==> config.mk <==
export PLATFORM = sky130hd
export DESIGN_NAME = instruction_fetch
export DESIGN_NICKNAME = d
export VERILOG_FILES = /design/src/rtl/fetch_pkg.sv /design/src/rtl/fetch_fifo.sv /design/src/rtl/instruction_fetch.sv
export SDC_FILE = /design/constraint.sdc
export NUM_CORES = 1
export LEC_CHECK = 0
export CAP_MARGIN = 30
export CORE_MARGIN = 2
export CORE_UTILIZATION = 24
export CTS_CLUSTER_DIAMETER = 100
export DETAILED_ROUTE_END_ITERATION = 6
export SLEW_MARGIN = 10
export SYNTH_ARGS = -nofsm -noshare
export SYNTH_HDL_FRONTEND = slang
export SYNTH_SLANG_ARGS = --single-unit
==> constraint.sdc <==
create_clock -name pll_1_200MHz -period 5 [get_ports pll_1_200MHz]
set_input_delay 0.75 -clock pll_1_200MHz [delete_from_list [all_inputs] [get_ports pll_1_200MHz]]
set_output_delay 0.75 -clock pll_1_200MHz [all_outputs]
set_load 0.02 [all_outputs]
==> src/rtl/fetch_pkg.sv <==
// fetch_pkg: shared widths, constants and entry type for the instruction fetch stage
package fetch_pkg;
    localparam int XLEN = 32;
    localparam logic [XLEN-1:0] INSTR_NOP = 32'h0000_0013;
    typedef struct packed {
        logic [XLEN-1:0] pc;
        logic [XLEN-1:0] instr;
    } fetch_entry_t;
    function automatic logic [XLEN-1:0] word_align(input logic [XLEN-1:0] a);
        return {a[XLEN-1:2], 2'b00};
    endfunction
endpackage

==> src/rtl/fetch_fifo.sv <==
// fetch_fifo: power-of-two FIFO with synchronous flush; holds fetch tags and fetched instructions
module fetch_fifo #(
    parameter int WIDTH = 32,
    parameter int DEPTH = 2
) (
    input  logic                   clk,
    input  logic                   rst_n,
    input  logic                   push,
    input  logic                   pop,
    input  logic                   flush,
    input  logic [WIDTH-1:0]       din,
    output logic [WIDTH-1:0]       dout,
    output logic                   full,
    output logic                   empty,
    output logic [$clog2(DEPTH):0] count
);
    localparam int AW = $clog2(DEPTH);
    localparam int CW = AW + 1;
    logic [WIDTH-1:0] mem [DEPTH];
    logic [AW-1:0] rd_ptr, wr_ptr;
    logic do_push, do_pop;
    assign full = count == CW'(DEPTH);
    assign empty = count == '0;
    assign do_pop = pop && !empty;
    assign do_push = push && (!full || do_pop);
    assign dout = mem[rd_ptr];
    always_ff @(posedge clk)
        if (do_push && !flush) mem[wr_ptr] <= din;
    always_ff @(posedge clk or negedge rst_n) begin
        if (!rst_n) begin
            rd_ptr <= '0;
            wr_ptr <= '0;
            count <= '0;
        end else if (flush) begin
            rd_ptr <= '0;
            wr_ptr <= '0;
            count <= '0;
        end else begin
            rd_ptr <= rd_ptr + AW'(do_pop);
            wr_ptr <= wr_ptr + AW'(do_push);
            count <= count + CW'(do_push) - CW'(do_pop);
        end
    end
endmodule

==> src/rtl/instruction_fetch.sv <==
// instruction_fetch: issues word-aligned fetches, tags them with their PC and buffers
// responses for decode; redirects flush the buffers and drop responses still in flight.
module instruction_fetch
    import fetch_pkg::*;
#(
    parameter int FQ_DEPTH = 2
) (
    input  logic            pll_1_200MHz,
    input  logic            pll_1_locked_synced,
    input  logic [XLEN-1:0] pc_addr,
    output logic [XLEN-1:0] pc_next,
    input  logic            redirect_valid,
    input  logic [XLEN-1:0] redirect_target,
    output logic            imem_req_valid,
    input  logic            imem_req_ready,
    output logic [XLEN-1:0] imem_req_addr,
    input  logic            imem_rsp_valid,
    input  logic [XLEN-1:0] imem_rsp_data,
    output logic            if_valid,
    input  logic            if_ready,
    output logic [XLEN-1:0] if_pc,
    output logic [XLEN-1:0] if_instr
);
    localparam int CW = $clog2(FQ_DEPTH) + 1;
    localparam int OW = CW + 1;
    logic [CW-1:0] tag_count, buf_count, drop_cnt, outstanding;
    logic [XLEN-1:0] tag_head;
    fetch_entry_t buf_head, buf_in;
    logic tag_full, tag_empty, buf_full, buf_empty;
    logic accept, rsp, keep, room;
    // Every in-flight fetch is either tagged (will be kept) or counted in drop_cnt (will be discarded)
    assign outstanding = tag_count + drop_cnt;
    assign room = OW'(outstanding) + OW'(buf_count) < OW'(FQ_DEPTH);
    assign imem_req_valid = pll_1_locked_synced && !redirect_valid && room && !tag_full && !buf_full;
    assign imem_req_addr = word_align(pc_addr);
    assign accept = imem_req_valid && imem_req_ready;
    assign rsp = imem_rsp_valid && (!tag_empty || drop_cnt != '0);
    assign keep = rsp && drop_cnt == '0 && !redirect_valid;
    assign pc_next = redirect_valid ? word_align(redirect_target) : accept ? pc_addr + 32'd4 : pc_addr;
    assign buf_in = '{pc: tag_head, instr: imem_rsp_data};
    assign if_valid = !buf_empty;
    assign if_pc = buf_empty ? '0 : buf_head.pc;
    assign if_instr = buf_empty ? INSTR_NOP : buf_head.instr;
    fetch_fifo #(.WIDTH(XLEN), .DEPTH(FQ_DEPTH)) tag_q (
        .clk(pll_1_200MHz),
        .rst_n(pll_1_locked_synced),
        .push(accept),
        .pop(keep),
        .flush(redirect_valid),
        .din(imem_req_addr),
        .dout(tag_head),
        .full(tag_full),
        .empty(tag_empty),
        .count(tag_count)
    );
    fetch_fifo #(.WIDTH($bits(fetch_entry_t)), .DEPTH(FQ_DEPTH)) instr_buf (
        .clk(pll_1_200MHz),
        .rst_n(pll_1_locked_synced),
        .push(keep),
        .pop(if_valid && if_ready),
        .flush(redirect_valid),
        .din(buf_in),
        .dout(buf_head),
        .full(buf_full),
        .empty(buf_empty),
        .count(buf_count)
    );
    always_ff @(posedge pll_1_200MHz or negedge pll_1_locked_synced) begin
        if (!pll_1_locked_synced)
            drop_cnt <= '0;
        else
            drop_cnt <= redirect_valid ? outstanding - CW'(rsp) : drop_cnt - CW'(rsp && drop_cnt != '0);
    end
endmodule

; Word level (Yosys, flattened, before mapping)
; Memories as Yosys holds them, arrays and structs flattened.
; Cells that the tools add are included.
[word_totals]
input_bits = 102
wordCells = 68
n_memories = 2
ramBits = 188
register_bits = 10
latch_bits = 0
out_inout_bits = 130
romBits = 0
[mem_list]
columns = memory, depth, word_bits, read_ports, rd_clocked_by_memory_dff, write_ports, line
row1 = instr_buf.mem, 2, 64, 1, 0, 1, fetch_fifo.sv:19  ; logic [WIDTH-1:0] mem [DEPTH];
row2 = tag_q.mem, 2, 30, 1, 0, 1, fetch_fifo.sv:19
[classes]
multipliers = 0
n_addsub = 13
muxes = 15
n_reduce_logical = 28
order_cmp = 1
shifts = 0
n_eq_ne = 2
n_div = 0
bitwise = 0
[ops]
columns = op, count
row1 = $mux 32, 4
row2 = $add 32x3->32 const B, 1
row3 = $logic_and 1x1->1, 16
row4 = $mux 1, 8
row5 = $sub 2x1->2, 4
row6 = $logic_not 2->1, 3
row7 = $mux 2, 3
row8 = $logic_not 1->1, 5
row9 = $add 1x1->1, 4
row10 = $add 2x1->2, 2
row11 = $eq 2x2->1 const B, 2
row12 = $add 2x2->3, 1
row13 = $logic_or 1x1->1, 3
row14 = $lt 3x2->1 const B, 1
row15 = $add 2x2->2, 1
row16 = $reduce_bool 2->1, 1

; Longest topological paths before layout
; Gate-level depths: netlist of the first run.
[depth]
word_depth = 12
depth_mapped = 11
ltp_nobuf = 11

; Hierarchy
; Synthesis of the first run repeated with hierarchy kept, for this count alone.
[hier_totals]
hier_cells = 675
hier_area_um2 = 9507.9
[modules_own_cells]
columns = mod, n_inst, cells_each, area_per_inst_um2, seq_area_each_um2
row1 = fetch_fifo (instr_buf), 1, 228, 4902.2, 3943.8
row2 = fetch_fifo (tag_q), 1, 129, 2562.5, 2021.9
row3 = instruction_fetch, 1, 318, 2043.2, 50.0

; Worst setup path before layout of the first run
; OpenSTA, ideal clock, no wires.
[synth_path]
path_kind = input to register
from = in redirect_valid
to = mem instr_buf.mem[0][0] in the netlist's numbering (enable)
path_stages = 4
path_buffers = 1
required_ns = 4.510
path_slack_ns = 0.347
t_arrival_ns = 4.163
setup_time_ns = 0.490
cell_sequence = buf_6 -> nor4_1 -> o21a_1 -> nor2b_1
[synth_via]
elab_chain_len = 6
[synth_rtl]
columns = element, line
row1 = from (decl), instruction_fetch.sv:12  ; input logic redirect_valid,
row2 = $logic_not 1->1 *, "fetch_fifo.sv:28, instruction_fetch.sv:38"
row3 = $logic_and 1x1->1, instruction_fetch.sv:38  ; assign keep = rsp && drop_cnt == '0 && !redirect_valid;
row4 = $logic_and 1x1->1, fetch_fifo.sv:25  ; assign do_push = push && (!full || do_pop);
row5 = $logic_and 1x1->1 *, fetch_fifo.sv:28  ; if (do_push && !flush) mem[wr_ptr] <= din;
row6 = $mux 1 *, fetch_fifo.sv:28
row7 = $mux 1 (not written as such) *, fetch_fifo.sv:28
row8 = to (decl), fetch_fifo.sv:19
; Mark *: on every way between the ends. The rest lies on a longest branch, timed or not.

; Worst setup path after layout of the first run
[layout_path]
from = reg tag_q.count[0]
to = out pc_next[15]
[layout_via]
elab_chain_len = 9
word_cells_on_any_way = 11
classes_between = add/sub (2) / order compare (1) / eq/ne (1) / mux (2) / reduce/logical (5)
[layout_rtl]
columns = element, line
row1 = from (decl), fetch_fifo.sv:15  ; output logic [$clog2(DEPTH):0] count
row2 = from (signal assigned), fetch_fifo.sv:41  ; count <= count + CW'(do_push) - CW'(do_pop);
row3 = $add 2x2->2, instruction_fetch.sv:32  ; assign outstanding = tag_count + drop_cnt;
row4 = $add 2x2->3, instruction_fetch.sv:33  ; assign room = OW'(outstanding) + OW'(buf_count) < OW'(FQ_DEPTH);
row5 = $lt 3x2->1, instruction_fetch.sv:33
row6 = $logic_and 1x1->1, instruction_fetch.sv:34  ; assign imem_req_valid = pll_1_locked_synced && !redirect_valid && room && !tag_full && !buf_full;
row7 = $logic_and 1x1->1 * (2 in series), instruction_fetch.sv:34
row8 = $logic_and 1x1->1 *, instruction_fetch.sv:36  ; assign accept = imem_req_valid && imem_req_ready;
row9 = $mux 32 * (2 in series), instruction_fetch.sv:39  ; assign pc_next = redirect_valid ? word_align(redirect_target) : accept ? pc_addr + 32'd4 : pc_addr;
row10 = to (decl), instruction_fetch.sv:11  ; output logic [XLEN-1:0] pc_next,
; Marked as above.

==> results of run 1 <==
kinds of logic (layout without fill, tap and decap cells):
| family | Yosys count | after routing | share of synthesized area, % |
|---|---|---|---|
| flip-flops | 194 | 194 | 66.6 |
| adder cells (fa/ha/maj) | 9 | 9 | 1.39 |
| other | 1 | 4 | 0.0433 |
| AND/OR/NAND/NOR | 175 | 175 | 9.62 |
| buffers and inverters | 71 | 304 | 4.74 |
| AO/OA/AOI/OAI | 31 | 31 | 1.85 |
| XOR/XNOR | 40 | 40 | 4.04 |
| multiplexers | 97 | 97 | 11.7 |
synth_stat cells, types with 2 or more instances:
cell        n
buf_4      34
and4_1      3
nand2_1    41
buf_1       7
o21ai_0    28
buf_6       2
o21a_1      2
mux2_2     33
nor3_1      5
mux2i_1    64
nand2b_1    3
edfxtp_1  184
or4_1       3
nor2_1     70
and2_1      2
nand4_1     8
clkbuf_1   17
inv_1       9
ha_1        8
nor4_1      7
xor2_1     25
dfrtp_1    10
nor2b_1     8
and3_1      2
nand3_1    16
xnor2_1    15
flip-flops by register name, indices dropped and copies added, names as in the netlist:
register	cells
tag_q.count	2
instr_buf.rd_ptr	1
instr_buf.mem	124
tag_q.mem	60
instr_buf.count	2
drop_cnt	2
instr_buf.wr_ptr	1
tag_q.wr_ptr	1
tag_q.rd_ptr	1
timing repair:
| action | CTS | global route |
|---|---|---|
| buffers inserted | 0 | 1 |
| resized for setup | 2 | 10 |
| pin swaps | 1 | 2 |
| endpoints found under the setup margin | 2 | 7 |
how the worst max path moves through the flow:
stage                                to  cells past startpoint
CTS                         pc_next[27]                     11
global placement            pc_next[31]                      7
detailed placement          pc_next[31]                     10
global route                pc_next[15]                     12
finish                      pc_next[15]                     12
floorplan           instr_buf.mem[0][0]                      4
metal layers:
metal  part of all wire, %  vias up  global-route usage [%]
met5                     0        -                       0
met2                    50      156                    20.6
li1                      -     2652                       -
met1                    44     2652                    14.8
met3                   5.5        9                    3.06
met4                  0.98        0                    3.25
where the power goes:
part | switching (mW) | internal [mW]
clock network | 0.598 | 0.837
registers | 0.108 | 1.84
logic | 0.866 | 0.787
metrics by stage:
| stage | hold WS (ns) | setup TNS, ns | area (um2) | power [mW] |
|---|---|---|---|---|
| 3_3_place_gp | 0.542 | 0 | 11400 | 3.62 |
| 5_1_grt | 0.580 | -0.0658 | 12200 | 5.29 |
| 6_report | 0.560 | 0 | 12200 | 5.04 |
| 2_1_floorplan | 0.454 | 0 | 8680 | 2.82 |
| 3_5_place_dp | 0.548 | 0 | 11500 | 3.63 |
| 4_1_cts | 0.564 | 0 | 12100 | 5.09 |
area by class of cell:
| class | count | area (um2) |
|---|---|---|
| Clock buffer | 18 | 429 |
| Clock inverter | 13 | 181 |
| Fill cell | 3549 | 23400 |
| Inverter | 10 | 37.5 |
| Multi-Input combinational cell | 356 | 2540 |
| Sequential cell | 194 | 5780 |
| Tap cell | 461 | 577 |
| Timing Repair Buffer | 263 | 2610 |
worst max-delay path, cell delays in order, from the launching register on:
cell             delay, ns
dfrtp_1               0.43
ha_1                  0.22
xor2_1                0.15
xnor2_1               0.18
fa_1                  0.54
nand4b_1              0.21
buf_4                 0.21
nor4_2                0.27
buf_4                 0.26
nand3_1               0.11
xor2_1                0.17
o21ai_0               0.16
clkdlybuf4s50_1       0.64
==> run metrics, run 1 <==
Vias/cell around 4.2; CTS H-Tree Depth 4; placed insts 1282; Area Growth Syn to Fin 40.3%; fin worst setup slack approximately 0.26 ns; post-synthesis register bit count between 150 and 200; WS Path Type flop to output pin; Max Cap Viol 0; Final Non-Filler Cells about 1300; antenna-violating nets left 0; CTS Sinks 194; clock skew approximately 0.014 ns; period utilization roughly 95%; top-area cell type share of the netlist area a little under two thirds; Hold Path Origin tag_q.mem[0][2]; antenna cells 0; core footprint roughly 36000 um2; die area ~38000 um2; Synth Instances 618; Setup Viol. Count Final 0; main area contributors after synthesis edfxtp_1 (64%), mux2i_1 (7.4%), mux2_2 (4.3%); GRT Total Usage between 10% and 20%; flop-to-flop setup slack 1.66 ns; Finished Core Util 34.2%; Startpoint Class flop; CP arrival roughly 4 ns; number of global-route vias before repair 5514; IO Pins ~230; detailed placement HPWL around 16000 um; clk root buf clkbuf_16; DRC 0; Initial Util about 24%; Netlist Area Pre-Place roughly 8700 um2; # rows 69; via count around 5500; area leader, netlist edfxtp_1; Post-synth EDFFs approximately 180; final hold violations 0; Worst Hold Class flop to flop; Yosys cell types 38; drt pass-1 iters 5; Max IR drop VDD about 0.23 mV; Place WS ~0.29 ns; status completed; clock slew at reported path FFs ~0.07 ns; final wirelength 22600 um; max_slew headroom roughly 41%; WL per Instance approximately 17 um; clock latency at the later pin of the worst-skew pair 0.43 ns; Slew @ Worst Pin roughly 0.89 ns; clk buf depth 2; grt ovf 0; final net count roughly 950; origin of the critical flop-to-flop path tag_q.count[0]; crit path max fanout 8; DR iter-0 viols 242; post-synthesis sequential area ratio ~67%; Die W about 190 um; Hold EP instr_buf.mem[0][36]; die height ~190 um; most frequent cells in the layout clkdlybuf4s50_1 (216), edfxtp_1 (184), nor2_1 (67); worst reg2reg endpoint tag_q.mem[1][4]; Async S/R FF share, synth under 10%; Yosys warning total 0; global-route wire length before repair around 34000 um; Synth Flop Type edfxtp_1; reg2reg path depth 8; CTS tree done; Period minus WS final around 4.7 ns; Crit. End Element output pin; final RePlAce weighted congestion about 0.74; Leak roughly 4 nW; Hold Path Cell Cnt 1; fmax 211 MHz; syn_area_per_cell about 14 um2; power density over the cells 415 nW/um2; Crit path required time about 4.3 ns; largest net degree at the start of global routing 74; Num CTS Buffers 17; layout cells sized above 1 approximately 14%; Slew Viols, Final 0; initial antenna violation count 0; hold_buf cts 0; # port buffers 225; crit path from tag_q.count[0]; commonest non-fill, non-tap cell in the layout clkdlybuf4s50_1
(Power assumes the default switching activity.)
==> run 2: changes to the inputs <==
SETUP_SLACK_MARGIN = 0.05   (was unset)
==> run 2 against run 1 <==
Effect of this change: cell count unchanged; clock power is essentially flat; critical endpoint is now pc_next[31]; clock-buffer cell count is the same; sequential power is essentially flat.
==> run metrics, run 2 (synthesis results as in run 1) <==
Fill cells 3546 (-0.085%); clk root buf clkbuf_16; antenna cells 0 (unchanged); Clk pwr share 28.5% (about the same); final net count 953 (unchanged); Slew Viols, Final 0 (unchanged); Setup Viol. Count Final 0 (unchanged); clock latency at the later pin of the worst-skew pair 0.43 ns (about the same); CP max-delay cell or4_1; final RePlAce weighted congestion 0.743 (unchanged); status completed; CP top delay family simple AND/OR/NAND/NOR gates; core footprint 35600 um2 (unchanged); crit path max fanout 5 (-3); Switching Fraction 31.2% (about the same); clock slew at reported path FFs 0.07 ns (about the same); commonest non-fill, non-tap cell in the layout clkdlybuf4s50_1; Initial Util 24.4% (unchanged); CP arrival 3.97 ns (-0.02 ns); max_slew headroom 41.2% (+0.41 points); Die W 194 um (unchanged); number of global-route vias before repair 5526 (+0.22%); Crit path required time 4.25 ns (about the same); flop-to-flop setup slack 1.67 ns (about the same); GRT Total Usage 12.0% (about the same); period utilization 94.4% (-0.42 points); Slew @ Worst Pin 0.881 ns (-0.00613 ns); P_int 3.47 mW (about the same); largest net degree at the start of global routing 74 (unchanged); # rows 69 (unchanged); Reg area 5780 um2 (unchanged); most frequent cells in the layout clkdlybuf4s50_1 (211), edfxtp_1 (184), nor2_1 (67); Max IR drop VDD 0.226 mV (about the same); Largest register FFs 124 (unchanged); WS Path Type flop to output pin; WP buf/inv 1 (-2); initial antenna violation count 0 (unchanged); overall power 5.04 mW (about the same); RSZ-0062 raised after global routing no; grt ovf 0 (unchanged); power density over the cells 414 nW/um2 (about the same); Finished Core Util 34.2% (about the same); final hold violations 0 (unchanged); Reg power frac 38.7% (about the same); Largest regs instr_buf.mem: 124 flops, tag_q.mem: 60 flops; Period minus WS final 4.72 ns (-0.0212 ns); drt pass-1 iters 5 (unchanged); fmax 212 MHz (+0.45%); hold_buf cts 0 (unchanged); Startpoint Class flop; antenna-violating nets left 0 (unchanged); setup TNS 0 ns (unchanged); area of the multi-input gates 2540 um2 (unchanged); CTS Sinks 194 (unchanged); worst path cell trace ha_1 -> xor2_1 -> xnor2_1 -> fa_1 -> nand4b_1 -> or4_1 -> or4_4 -> or4_1 -> nand3_1 -> clkbuf_2; Max Cap Viol 0 (unchanged); most frequent CP cell or4_1; Worst path max stage delay 0.59 ns (-0.05 ns); Biggest register instr_buf.mem; clk buf depth 2 (unchanged); global-route wire length before repair 34000 um (about the same); via count 5464 (-0.091%); Num CTS Buffers 17 (unchanged); CTS tree done; DR iter-0 viols 247 (+2.1%); WL per Instance 17.2 um (about the same); Crit. End Element output pin; DRC 0 (unchanged); die area 37600 um2 (unchanged); combinational fraction of design power 32.8% (about the same); detailed placement HPWL 15700 um (unchanged); die height 194 um (unchanged); CTS H-Tree Depth 4 (unchanged); Vias/cell 4.16 (about the same); sw power 1.57 mW (about the same); Worst Hold Class flop to flop; final wirelength 22600 um (about the same); # port buffers 225 (unchanged); clock skew 0.0140 ns (+0.000399 ns); layout cells sized above 1 13.6% (unchanged); Leak 4.06 nW (+0.90%); IO Pins 232 (unchanged); Area Growth Syn to Fin 40.3% (about the same)
==> run 2: repair_timing <==
item | CTS | global route
buffers inserted | 0 | 1
pin swaps | 1 | 1
resized for setup | 4 | 13
setup endpoints to repair | 3 | 6
==> run 2: power by group through the flow <==
stage / logic, mW / registers, mW / clock network, mW
finish: 1.65 / 1.95 / 1.44
global placement: 1.63 / 1.99 / 0
global route: 1.78 / 1.96 / 1.55
CTS: 1.65 / 1.96 / 1.48
floorplan: 0.921 / 1.90 / 0
detailed placement: 1.64 / 1.99 / 0
==> run 2: cell type report <==
type	instances	area share, %
Sequential cell	194	47.5
Inverter	10	0.309
Clock inverter	13	1.49
Tap cell	461	4.74
Clock buffer	18	3.53
Timing Repair Buffer	263	21.5
Multi-Input combinational cell	356	20.9
==> run 2: path summary, 6_finish.rpt <==
| kind | start | to | depth (start not counted) |
|---|---|---|---|
| max | tag_q.count[0] | pc_next[31] | 10 |
| min | tag_q.mem[0][1] | instr_buf.mem[0][35] | 1 |
| max reg2reg | tag_q.count[0] | tag_q.mem[1][4] | 8 |
| min reg2reg | tag_q.mem[0][1] | instr_buf.mem[0][35] | 1 |
| max in group asynchronous | pll_1_locked_synced | instr_buf.rd_ptr | 2 |
| min in group asynchronous | pll_1_locked_synced | drop_cnt[0] | 2 |
==> run 2: worst register-to-register path, stage by stage, from the launching register on <==
cell      delay, ns
dfrtp_1        0.43
ha_1           0.22
xor2_1         0.15
xnor2_1        0.18
fa_1           0.54
and4b_1        0.20
nand4_1        0.22
clkinv_1       0.23
and2_2         0.76
==> run 2: metal layers <==
metal  vias to the layer above  track usage (%)  part of all wire [%]
li1                       2651                -                     -
met1                      2650             14.8                    44
met2                       154             20.6                    50
met3                         9             3.06                   5.5
met4                         0             3.25                  0.98
met5                         -                0                     0
==> run 2: through the flow <==
step | setup WS [ns] | instances | hold slack, ns | instance area (um2)
floorplan | 0.347 | 621 | 0.454 | 8680
global placement | 0.300 | 1280 | 0.542 | 11400
detailed placement | 0.294 | 1282 | 0.548 | 11500
CTS | 0.0522 | 1313 | 0.564 | 12100
global route | 0.0416 | 1315 | 0.580 | 12200
finish | 0.280 | 1315 | 0.559 | 12200
